File: config.mk
export PLATFORM = sky130hd
export DESIGN_NAME = spi_master_shift
export DESIGN_NICKNAME = d
export VERILOG_FILES = /design/src/rtl/spi_master_shift.sv
export SDC_FILE = /design/constraint.sdc
export NUM_CORES = 1
export LEC_CHECK = 0
export BUFFER_PORTS_ARGS = -buffer_cell sky130_fd_sc_hd__buf_4
export CORE_MARGIN = 4
export CORE_UTILIZATION = 30
export DETAILED_ROUTE_END_ITERATION = 16
export PLACE_DENSITY = 0.56
export SLEW_MARGIN = 5
export SYNTH_ARGS = -nofsm -noshare
export SYNTH_HDL_FRONTEND = slang
export SYNTH_SLANG_ARGS = --single-unit
File: constraint.sdc
create_clock -name clk_i -period 3.1 [get_ports clk_i]
set_clock_uncertainty 0.2 [all_clocks]
set_input_delay 0.31 -clock clk_i [delete_from_list [all_inputs] [get_ports clk_i]]
set_output_delay 0.31 -clock clk_i [all_outputs]
set_load 0.05 [all_outputs]
File: src/rtl/spi_master_shift.sv
// Mode-0 SPI master byte engine driven by external SCLK edge strobes.
// Define SPI_LOOPBACK_EN to feed the rx shifter from mosi_o instead of miso_i.
module spi_master_shift #(
    parameter int N_BITS = 8
) (
    input  logic              clk_i,
    input  logic              rst_i,
    input  logic              flanco_pos_i,
    input  logic              flanco_neg_i,
    input  logic              start_i,
    input  logic [N_BITS-1:0] dato_tx_i,
    input  logic              miso_i,
    output logic              en_o,
    output logic              sclk_o,
    output logic              cs_o,
    output logic              mosi_o,
    output logic              busy_o,
    output logic              done_o,
    output logic [N_BITS-1:0] dato_rx_o
);

    localparam int CW = $clog2(N_BITS + 1);
    localparam logic [CW-1:0] CNT_LAST = CW'(N_BITS);

    localparam logic [1:0] ST_IDLE  = 2'd0;
    localparam logic [1:0] ST_SETUP = 2'd1;
    localparam logic [1:0] ST_XFER  = 2'd2;
    localparam logic [1:0] ST_HOLD  = 2'd3;

    logic [1:0]        state_q,   state_d;
    logic [N_BITS-1:0] tx_q,      tx_d;
    logic [N_BITS-1:0] rx_q,      rx_d;
    logic [CW-1:0]     cnt_q,     cnt_d;
    logic              sclk_q,    sclk_d;
    logic              cs_q,      cs_d;
    logic              mosi_q,    mosi_d;
    logic              busy_q,    busy_d;
    logic              en_q,      en_d;
    logic              done_q,    done_d;
    logic [N_BITS-1:0] dato_rx_q, dato_rx_d;

    logic rx_bit;

`ifdef SPI_LOOPBACK_EN
    logic unused_miso;
    assign unused_miso = miso_i;
    assign rx_bit      = mosi_q;
`else
    assign rx_bit = miso_i;
`endif

    always_comb begin
        // NOTE: every signal gets a default before the case so no path leaves it unassigned (no latches).
        state_d   = state_q;
        tx_d      = tx_q;
        rx_d      = rx_q;
        cnt_d     = cnt_q;
        sclk_d    = sclk_q;
        cs_d      = cs_q;
        mosi_d    = mosi_q;
        busy_d    = busy_q;
        en_d      = en_q;
        done_d    = 1'b0;
        dato_rx_d = dato_rx_q;

        case (state_q)
            ST_IDLE: begin
                if (start_i) begin
                    tx_d    = dato_tx_i;
                    rx_d    = '0;
                    cnt_d   = '0;
                    cs_d    = 1'b0;
                    busy_d  = 1'b1;
                    en_d    = 1'b1;
                    mosi_d  = dato_tx_i[N_BITS-1];
                    state_d = ST_SETUP;
                end
            end

            ST_SETUP: begin
                // A simultaneous rising strobe wins, so the falling one is dropped here too.
                if (flanco_neg_i && !flanco_pos_i) begin
                    state_d = ST_XFER;
                end
            end

            ST_XFER: begin
                if (flanco_pos_i) begin
                    sclk_d = 1'b1;
                    rx_d   = {rx_q[N_BITS-2:0], rx_bit};
                    if (cnt_q != CNT_LAST) begin
                        cnt_d = cnt_q + CW'(1);
                    end
                end else if (flanco_neg_i) begin
                    sclk_d = 1'b0;
                    if (cnt_q == CNT_LAST) begin
                        state_d = ST_HOLD;
                    end else begin
                        tx_d   = {tx_q[N_BITS-2:0], 1'b0};
                        mosi_d = tx_q[N_BITS-2];
                    end
                end
            end

            ST_HOLD: begin
                if (flanco_pos_i) begin
                    cs_d      = 1'b1;
                    busy_d    = 1'b0;
                    en_d      = 1'b0;
                    done_d    = 1'b1;
                    mosi_d    = 1'b0;
                    dato_rx_d = rx_q;
                    state_d   = ST_IDLE;
                end
            end

            default: begin
                state_d = ST_IDLE;
            end
        endcase
    end

    // NOTE: sequential state uses non-blocking assignments so all flops update from pre-edge values.
    always_ff @(posedge clk_i or negedge rst_i) begin
        if (!rst_i) begin
            state_q   <= ST_IDLE;
            tx_q      <= '0;
            rx_q      <= '0;
            cnt_q     <= '0;
            sclk_q    <= 1'b0;
            cs_q      <= 1'b1;
            mosi_q    <= 1'b0;
            busy_q    <= 1'b0;
            en_q      <= 1'b0;
            done_q    <= 1'b0;
            dato_rx_q <= '0;
        end else begin
            state_q   <= state_d;
            tx_q      <= tx_d;
            rx_q      <= rx_d;
            cnt_q     <= cnt_d;
            sclk_q    <= sclk_d;
            cs_q      <= cs_d;
            mosi_q    <= mosi_d;
            busy_q    <= busy_d;
            en_q      <= en_d;
            done_q    <= done_d;
            dato_rx_q <= dato_rx_d;
        end
    end

    assign en_o      = en_q;
    assign sclk_o    = sclk_q;
    assign cs_o      = cs_q;
    assign mosi_o    = mosi_q;
    assign busy_o    = busy_q;
    assign done_o    = done_q;
    assign dato_rx_o = dato_rx_q;

endmodule

# Yosys cells after proc, flatten, opt, wreduce, memory -nomap -nowiden
# Index checks and enable logic that the tools add are counted.
totals:
  ff_bits: 34
  input_bits: 14
  out_inout_bits: 14
  elab_cells: 74
op_classes:
  addsub: 1
  eq_ne: 14
  mux: 34
  n_reduce_logical: 15
op_table:
  columns: ["cell", "n"]
  rows:
  - ["two-way mux 7 bit", 4]
  - ["inequality test 2 bit, second input constant", 9]
  - ["two-way mux 8 bit", 2]
  - ["one-hot mux 8 bit (2 select lines)", 1]
  - ["one-hot mux 7 bit (2 select lines)", 1]
  - ["two-way mux 1 bit", 12]
  - ["two-way mux 2 bit", 6]
  - ["two-way mux 4 bit", 3]
  - ["AND reduction 6 bit", 2]
  - ["one-hot mux 2 bit (4 select lines)", 1]
  - ["one-hot mux 4 bit (2 select lines)", 1]
  - ["AND reduction 3 bit", 2]
  - ["nonzero test 2 bit", 3]
  - ["AND reduction 5 bit", 1]
  - ["adder 4 x 1 -> 4 bit, second input constant", 1]
  - ["equality test 2 bit, second input constant", 2]
  - ["equality test 4 bit, second input constant", 1]
  - ["inequality test 4 bit, second input constant", 1]
  - ["one-hot mux 1 bit (2 select lines)", 2]
  - ["AND reduction 2 bit", 2]
  - ["AND reduction 4 bit", 1]
  - ["one-hot mux 1 bit (3 select lines)", 1]
  - ["nonzero test 3 bit", 1]
  - ["equality test 2 x 1 -> 1 bit, second input constant", 1]
  - ["3 further kinds", 3]

# Depth between registers and ports, before layout
# Gate-level depths: netlist (run 1).
logic_depth:
  ltp_word: 5
  mapped_depth: 7
  depth_no_buf: 6

# Worst setup path before layout (run 1)
# Ideal clock, no wire load.
synth_timing:
  kind: "reg-to-reg"
  from: "register state_q[0]"
  to: "register state_q[1]"
  arrival_time_ns: 1.570
  t_required_ns: 2.775
  slack_ns: 1.205
  path_stages_with_launch: 8
  n_path_buf: 1
  cell_sequence: "dfrtp_1 > inv_1 > ha_1 > clkbuf_1 > nor2_1 > o221ai_1 > a21oi_1 > mux2_2"
synth_between:
  elab_chain_len: 3
synth_rtl:
  columns: ["item", "line", "text"]
  rows:
  - ["start: declaration", "30", "logic [1:0] state_q, state_d;"]
  - ["start signal: assignment", "138", "state_q <= state_d;"]
  - ["equality test 2 bit, or another cell as far along", "66", "case (state_q)"]
  - ["inequality test 2 bit (no source line)", null, null]
  - ["AND reduction 6 bit (no source line)", null, null]
# Several ways; a longest one is shown, not always the timed one.
# A chain may end at the register's enable or synchronous reset.

# Worst setup path in the final report (run 1)
layout_timing:
  from: "register state_q[0]"
  to: "register cnt_q[3]"
layout_between:
  elab_chain_len: 3
layout_rtl:
  columns: ["item", "line", "text"]
  rows:
  - ["equality test 2 bit / logical NOT 2 bit (equally long branches)", "66", null]
  - ["inequality test 2 bit (no source line) / nonzero test 2 bit (equally long branches)", null, null]
  - ["AND reduction 4 bit (no source line)", null, null]
  - ["end signal: assignment", "141", "cnt_q <= cnt_d;"]
  - ["end: declaration", "33", "logic [CW-1:0] cnt_q, cnt_d;"]
# Several ways; a longest one is shown, not always the timed one.

==> metrics, run 1 <==
status finished clean; synth unique cells 30; Final period util 70.1%; Setup crit start state_q[0]; Total Neg Setup Slack 0 ns; GPL Wtd Cong 0.794; Hold Worst Slack 0.0489 ns; CP Max Fanout 12; CP required 3.11 ns; crit start category flip-flop; Worst EP arrival 2.19 ns; clk buf depth 2; Worst Tran Pin Value 0.459 ns; DP HPWL 2.35 mm; IO buf count 27; Fill cells 521; core area 5070 um^2; maxcap violations 0; Synthesis Warnings 0; post-synth top area cell dfrtp_1; # clock sinks 34; Internal Power 0.00105 W; cell area after synthesis 1560 um^2; die span in x 80.2 um; Power Density 956 nW/um^2; Slowest-stage cell, CP or4_1; Clk network pwr share 16.6%; Comb pwr share 46.9%; CTS resizes 0; H-tree Lvls 2; final slew viol count 0; drt pass-1 iters 4; Starting Density 30.8%; Area Overhead vs Synth 23.0%; via count 1,154; # diodes 0; Critical Path, Cell by Cell inv_1, ha_1, mux2i_1, a21o_1, or4_1, o21ai_0; Max Fclk 460 MHz; pin count of the biggest net entering global routing 35; WL final 3.29 mm; top cell type's share of synthesized area 52.8%; die area 6430 um^2; HP Start miso_i; RSZ-0062 raised after global routing false; switching share of total power 42.9%; crit path kind reg2reg; Max stage delay on crit path 0.51 ns; CP delay by family, top simple AND/OR/NAND/NOR gates; Post CTS Setup Buffer Count 0; final hold vios 0; WL per Instance 13.6 um; CTS clk-pin slew, worst paths 0.07 ns; die height 80.2 um; Root Buffer clkbuf_8; FF-to-FF Start state_q[0]; vias in the first global route 1,201; CTS tree done; final setup vio count 0; global-route wire length before repair 5.58 mm; worst reg-to-reg setup slack 0.93 ns; Hold Path Class in2reg; final net count 192; antenna-violating nets left 0; Avg Synthesized Cell Area 11.0 um^2; Lkg Pwr 0.930 nW; drt drc 0; cts hold-fix bufs 1; P_sw 0.000789 W; layout cells sized above 1 26.7%; min cycle time layout 2.17 ns; CTS Buf Count 5; register area share after synthesis 54.5%; GRT Total Usage 11.5%; Std-Cell Rows 26; GR Overflow Total 0; drt via density 4.77; antenna violations before repair 0; CP Buf/Inv Count 1; Area contributors post-synth dfrtp_1, mux2_2, a22o_1; Worst slew margin 69.3%; Initial DRC Count 77; Sequential Power Share 36.5%; Synth Instances 142; Synthesized Nets 162; worst vdd ir 0.462 mV; register bit total from synthesis 34; Worst-Skew Late Latency 0.29 ns; I/O pin total 28; crit path capture type flip-flop
layout make-up:
cell class | count | area (um^2) | share of cell area, %
flip-flops and latches | 34 | 852 | 44.3
multi-input cells | 88 | 632 | 32.9
repair buffers | 29 | 220 | 11.5
well taps | 70 | 87.6 | 4.55
clock buffers | 5 | 68.8 | 3.58
inverters | 14 | 52.6 | 2.73
clock inverters | 2 | 10.0 | 0.520
per-stage QoR:
step,setup slack (ns),util (%),instance area (um^2),power [W],cells
2_1_floorplan,1.21,-,1560,0.00131,142
3_3_place_gp,1.06,36.1,1830,0.00152,234
3_5_place_dp,0.969,36.1,1830,0.00155,234
4_1_cts,0.931,37.9,1920,0.00187,242
5_1_grt,0.811,37.9,1920,0.00198,242
6_report,0.926,37.9,1920,0.00184,242
state kept, by name, summed over array words and instances, names as in the netlist:
| register | count |
|---|---|
| cs_o | 1 |
| cnt_q | 4 |
| dato_rx_o | 8 |
| en_o | 1 |
| sclk_o | 1 |
| rx_q | 8 |
| tx_q | 7 |
| mosi_o | 1 |
| done_o | 1 |
| state_q | 2 |
power by group through the flow:
stage                     logic (W)  clock network (W)  registers, W
after floorplan            0.000476                  0      0.000839
after global placement     0.000846                  0      0.000671
after detailed placement   0.000867                  0      0.000678
after CTS                  0.000874           0.000319      0.000672
after global routing       0.000955           0.000333      0.000691
final                      0.000863           0.000305      0.000671
placed cells by master, fill, tap and decap left out, drive strengths merged, types with 2 or more instances in the layout:
cell	n
a21oi	6
a22o	9
buf	28
clkbuf	5
clkinv	2
dfrtp	33
ha	6
inv	14
mux2	9
mux2i	3
nand2	5
nand2b	5
nand3b	2
nand4	2
nor2	13
nor2b	2
o21ai	6
o221ai	2
o22ai	8
logic make-up after synthesis:
logic type,synth area share (%)
fa+ha+maj,4.80
buf+inv,5.12
simple gates,11.5
mux,8.40
compound gates,15.7
flops,54.5
routing by layer:
layer	routed length, um	global-route usage (%)	vias up
li1	-	-	555
met1	1490	13.8	553
met2	1470	17.8	34
met3	220	4.04	12
met4	105	6.42	0
met5	0	0	-
cells in the mapped netlist, drive strengths merged:
master and n:
a211oi 1, o32a 1, clkbuf 4, nor3 1
or4 1, nand3b 2, nand3 1, buf 2
nor2b 2, a2bb2oi 1, a22o 9, dfstp 1
and4b 1, o22ai 8, inv 14, nor2 13
nand2b 5, o221ai 2, ha 6, a21o 1
nand2 5, nor3b 1, and3 1, a21oi 6
mux2 9, mux2i 3, o21ai 6, dfrtp 33
nand4 2
final timing paths:
path,cells past startpoint,to
min reg2reg,2,sclk_o
max reg2reg,6,cnt_q[3]
min,2,rx_q[0]
min in group asynchronous,2,done_o
max,6,cnt_q[3]
max in group asynchronous,2,cs_o
worst reg2reg max path, cell delays in order (launching register included):
cell     delay (ns)
dfrtp_1        0.41
inv_1          0.11
ha_1           0.30
mux2i_1        0.17
a21o_1         0.31
or4_1          0.51
o21ai_0        0.08
(Power assumes the default switching activity.)
==> inputs of run 2 (changes only) <==
clock period = 2.1 ns   (was 3.1 ns; I/O delays follow)
==> run 2 against run 1 <==
  * Sequential share of layout area decreased by 2.3 points
  * Clock power increased by 63%
  * Die area unchanged
  * Core utilization increased by 2.1 points
  * Final cell count increased by 3.7%
  * Via count increased by 1.7%
  * Total power increased by 55%
  * Clock-buffer cell count increased by 1
  * Sequential power increased by 48%
  * Sequential cell count unchanged
  * Worst hold slack got worse by 0.031 ns
  * Largest cell class unchanged
  * Highest routed layer unchanged
==> metrics, run 2 (synthesis gave the netlist of run 1 again) <==
vias in the first global route 1,229 (+2.3%); Power Density 1410 nW/um^2 (+47%); Setup Slack @ Placement 0.0620 ns (-0.907 ns); final setup vio count 0 (unchanged); IO buf count 27 (unchanged); I/O pin total 28 (unchanged); GR Overflow Total 0 (unchanged); Worst EP arrival 1.95 ns (-0.24 ns); Worst Tran Pin Value 0.443 ns (-0.0160 ns); antenna-violating nets left 0 (unchanged); Fill cells 521 (unchanged); Setup crit start state_q[0]; worst vdd ir 0.788 mV (+70%); Post CTS Setup Buffer Count 0 (unchanged); GPL Wtd Cong 0.821 (+3.5%); drt pass-1 iters 4 (unchanged); die span in x 80.2 um (unchanged); Lkg Pwr 0.966 nW (+3.8%); Total Neg Setup Slack 0 ns (unchanged); DP HPWL 2.34 mm (-0.23%); die height 80.2 um (unchanged); WL final 3.33 mm (+1.3%); H-tree Lvls 2 (unchanged); commonest cells after routing, fill and taps aside dfrtp_1, buf_4, inv_1; Worst-Skew Late Latency 0.28 ns (about the same); post-route setup slack 0.149 ns (-0.776 ns); CTS tree done; Max stage delay on crit path 0.45 ns (-0.06 ns); die area 6430 um^2 (unchanged); Starting Density 30.8% (unchanged); WL per Instance 13.3 um (-2.4%); HP Start dato_tx_i[3]; Max Fclk 513 MHz (+11%); CTS Buf Count 5 (unchanged); layout cells sized above 1 29.3% (+2.5 points); clk buf depth 2 (unchanged); CTS clk-pin slew, worst paths 0.07 ns (about the same); Critical Path, Cell by Cell inv_1, ha_2, mux2i_1, a21o_1, or4_1, o21ai_0; global-route wire length before repair 5.63 mm (+0.86%); multi-input logic area 648 um^2 (+2.6%); # clock sinks 34 (unchanged); RSZ-0062 raised after global routing false; drt drc 0 (unchanged); antenna violations before repair 0 (unchanged); Area Overhead vs Synth 29.7%; final hold vios 0 (unchanged); GRT Total Usage 11.3% (-0.22 points); FF-to-FF Start state_q[0]; Slowest-stage cell, CP or4_1; Hold Path Class in2reg; commonest non-fill, non-tap cell in the layout dfrtp_1; Std-Cell Rows 26 (unchanged); maxcap violations 0 (unchanged); # diodes 0 (unchanged); Root Buffer clkbuf_8; Worst slew margin 70.4% (+1.1 points); crit path capture type flip-flop; status finished clean; drt via density 4.68 (-1.9%); register area 852 um^2 (unchanged); final net count 200 (+4.2%); crit start category flip-flop; Initial DRC Count 101 (+31%); CP required 2.10 ns (-1.01 ns); via count 1,174 (+1.7%); Final period util 92.9% (+23 points); crit path kind reg2reg; core area 5070 um^2 (unchanged); min cycle time layout 1.95 ns (-0.224 ns); CP Max Fanout 11 (-1); final slew viol count 0 (unchanged); pin count of the biggest net entering global routing 35 (unchanged)
==> run 2: changes by cell type in the layout (fill, tap and decap cells not counted), sizes merged <==
cell,before,now
clkinv,2,1
dlygate4sd3,1,6
buf,28,31
clkinvlp,0,1
clkbuf,5,6
==> run 2: layout make-up <==
cell class                 count  share of cell area [%]
sequential                    34                    42.0
multi-input combinational     88                    32.0
timing repair buffer          37                    14.4
tap                           70                    4.32
clock buffer                   6                    4.07
inverter                      14                    2.59
clock inverter                 2                   0.617
==> run 2: through the flow <==
step / std cells / area [um^2] / power (W) / util, % / hold slack [ns]
finish: 251 / 2030 / 0.00286 / 40.0 / 0.0178
global route: 251 / 2030 / 0.00306 / 40.0 / 0.0225
CTS: 251 / 2010 / 0.00286 / 39.6 / 0.0140
detailed placement: 237 / 1860 / 0.00233 / 36.6 / -0.0107
global placement: 237 / 1860 / 0.00229 / 36.6 / -0.0203
floorplan: 142 / 1560 / 0.00194 / - / -0.286
==> run 2: metal layers <==
metal  GRT usage (%)  share of wire, %  up-vias
met2            18.2                46       32
met4            4.05               1.3        0
li1                -                 -      578
met3            3.59               6.1        5
met5               0                 0        -
met1            14.0                46      559
==> run 2: worst paths after layout <==
kind	end	cells past startpoint	slack, ns
worst min register to register	sclk_o	2	0.29
worst min-delay path	tx_q[3]	3	0.02
worst max-delay path	cnt_q[3]	6	0.15
worst max register to register	cnt_q[3]	6	0.15
max in group asynchronous	cs_o	2	1.15
min in group asynchronous	tx_q[1]	2	0.21
==> run 2: worst max-delay path: cells and delay by family (launching register included) <==
family / cells / cell delay [ns]
AND/OR/NAND/NOR: 1 / 0.45
flip-flops: 1 / 0.42
adder cells (fa/ha/maj): 1 / 0.30
AO/OA/AOI/OAI: 2 / 0.27
multiplexers: 1 / 0.13
buffers and inverters: 1 / 0.10
==> run 2: power by group <==
group / internal [W] / switching (W)
clock network: 0.000263 / 0.000234
registers: 0.000859 / 0.000134
logic: 0.000538 / 0.000827
total: 0.00166 / 0.00120
==> run 2: repair_timing <==
action	4_1_cts	5_1_grt
hold buffers	6	0
endpoints found under the setup margin	0	13
gates resized for setup	0	4
endpoints found under the hold margin	38	0
==> inputs of run 3 (changes only) <==
CORE_UTILIZATION = 54   (was 30)
MAX_ROUTING_LAYER = met4   (was unset)
PLACE_DENSITY = 0.86   (was 0.56)
==> run 3 against run 2 <==
  * Largest cell class unchanged
  * Final cell count is 14% lower
  * Sequential share of layout area is 0.39 points higher
  * Global-route usage is 10 points higher
==> metrics, run 3 (synthesis gave the netlist of run 1 again) <==
Clk network pwr share 15.8% (-1.6 points); routed wl met2 1.69 mm (+9.3%); die span in x 61.8 um (-23%); crit start category flip-flop; Starting Density 56.7% (+26 points); post-route setup slack 0.0841 ns (-0.0652 ns); commonest cells after routing, fill and taps aside dfrtp_1, buf_4, inv_1; Sequential Power Share 35.7% (+0.9 points); Setup Slack @ Placement 0.0687 ns (+0.00667 ns); Worst EP arrival 2.04 ns (+0.09 ns); Internal Power 0.00161 W (-2.9%); overall power 0.00280 W (-2.0%); # diodes 0 (unchanged); worst setup path end state_q[1]; Max Fclk 496 MHz (-3.2%); Setup crit start state_q[0]; crit path capture type flip-flop; core area 2760 um^2 (-46%); status finished clean; Comb pwr share 48.5% (+0.7 points); clk buf depth 2 (unchanged); global-route wire length before repair 5.63 mm (unchanged); GRT Total Usage 21.5% (+10 points); met3 routed WL 251 um (+24%); R2R cell count 6 (unchanged); pin count of the biggest net entering global routing 35 (unchanged); Worst slew margin 70.3% (-0.099 points); Area Overhead vs Synth 28.5%; WL per Instance 15.7 um (+18%); FF-to-FF Start state_q[0]; Power Density 1390 nW/um^2 (-1.1%); final setup vio count 0 (unchanged); drt via density 5.74 (+23%); GPL Wtd Cong 0.811 (-1.3%); P_sw 0.00119 W (-0.82%); die area 3820 um^2 (-41%); RSZ-0062 raised after global routing false; min cycle time layout 2.02 ns (+0.0652 ns); final hold vios 0 (unchanged); drt drc 0 (unchanged); switching share of total power 42.4% (+0.52 points); CTS Buf Count 5 (unchanged); layout cells sized above 1 26.9% (-2.4 points); Worst Tran Pin Value 0.444 ns (+0.00148 ns); Std-Cell Rows 19 (-27%); IO buf count 27 (unchanged); antenna violations before repair 0 (unchanged); final slew viol count 0 (unchanged); via count 1,245 (+6.0%); commonest non-fill, non-tap cell in the layout dfrtp_1; final net count 205 (+2.5%); reg-to-reg endpoint state_q[1]; Initial DRC Count 73 (-28%); CTS tree done; Hold Worst Slack 0.122 ns (+0.105 ns); I/O pin total 28 (unchanged); die height 61.8 um (-23%); Total Neg Setup Slack 0 ns (unchanged); Root Buffer clkbuf_4; H-tree Lvls 2 (unchanged); vias in the first global route 1,277 (+3.9%); CTS clk-pin slew, worst paths 0.10 ns (+0.03 ns); Lkg Pwr 0.984 nW (+1.9%); DR top layer met4; crit path kind reg2reg; drt pass-1 iters 4 (unchanged); CP Max Fanout 6 (-5); worst reg-to-reg setup slack 0.08 ns (-0.07 ns); maxcap violations 0 (unchanged); CP required 2.13 ns (+0.03 ns); Hold Path Class in2reg; DP HPWL 2.35 mm (+0.50%); Post-Route M1 WL 1.40 mm (-8.9%); Final period util 96.0% (+3.1 points); worst vdd ir 1.26 mV (+60%); # clock sinks 34 (unchanged); antenna-violating nets left 0 (unchanged); WL final 3.41 mm (+2.2%); GR Overflow Total 0 (unchanged); Worst-Skew Late Latency 0.33 ns (+0.05 ns)
==> run 3: cell types whose count changed in the layout (fill, tap and decap cells not counted), sizes merged <==
cell	before	now
buf	31	30
clkbuf	6	8
clkinv	1	0
dlygate4sd3	6	12
clkinvlp	1	0
==> run 3: per-layer routing <==
metal | vias to the layer above | track usage, %
met5 | - | -
met4 | 0 | 11.2
met3 | 6 | 7.02
met2 | 46 | 33.3
met1 | 604 | 24.9
li1 | 589 | -
==> run 3: through the flow <==
| stage | cells | cell area (um^2) | utilization, % |
|---|---|---|---|
| 3_3_place_gp | 197 | 1800 | 65.3 |
| 6_report | 217 | 2010 | 72.9 |
| 3_5_place_dp | 197 | 1800 | 65.3 |
| 2_1_floorplan | 142 | 1560 | - |
| 5_1_grt | 217 | 2010 | 72.9 |
| 4_1_cts | 217 | 2000 | 72.5 |
==> run 3: power groups by stage <==
| stage | sequential (W) | clock [W] | combinational, W |
|---|---|---|---|
| floorplan | 0.00124 | 0 | 0.000702 |
| global placement | 0.000990 | 0 | 0.00126 |
| detailed placement | 0.00101 | 0 | 0.00132 |
| CTS | 0.000999 | 0.000457 | 0.00134 |
| global route | 0.00102 | 0.000480 | 0.00148 |
| finish | 0.000997 | 0.000442 | 0.00136 |
==> run 3: worst max-delay path, stage by stage (launching register included) <==
cell and delay, ns:
dfrtp_1 0.41, inv_1 0.08, ha_1 0.29, nand2b_1 0.18, o221ai_1 0.17, a21oi_1 0.22
mux2_2 0.36
==> run 3: layout make-up <==
type / count / area, um^2
Clock buffer: 8 / 78.8
Multi-Input combinational cell: 88 / 642
Tap cell: 31 / 38.8
Sequential cell: 34 / 852
Fill cell: 198 / 748
Inverter: 14 / 52.6
Timing Repair Buffer: 42 / 345
==> run 3: worst min-delay path by stage <==
stage	from	to	slack, ns	cells past startpoint
2_1_floorplan	rst_i	cnt_q[0]	-0.29	0
3_3_place_gp	rst_i	tx_q[0]	-0.03	1
3_5_place_dp	rst_i	tx_q[1]	-0.02	1
4_1_cts	dato_tx_i[7]	mosi_o	0.10	4
5_1_grt	dato_tx_i[7]	mosi_o	0.14	4
6_report	dato_tx_i[7]	mosi_o	0.12	4
==> run 3: repair_timing <==
| item | 4_1_cts | 5_1_grt |
|---|---|---|
| resized for setup | 0 | 2 |
| hold buffers | 12 | 0 |
| endpoints found under the setup margin | 0 | 9 |
| hold endpoints to repair | 44 | 0 |
| buffers inserted | 0 | 0 |
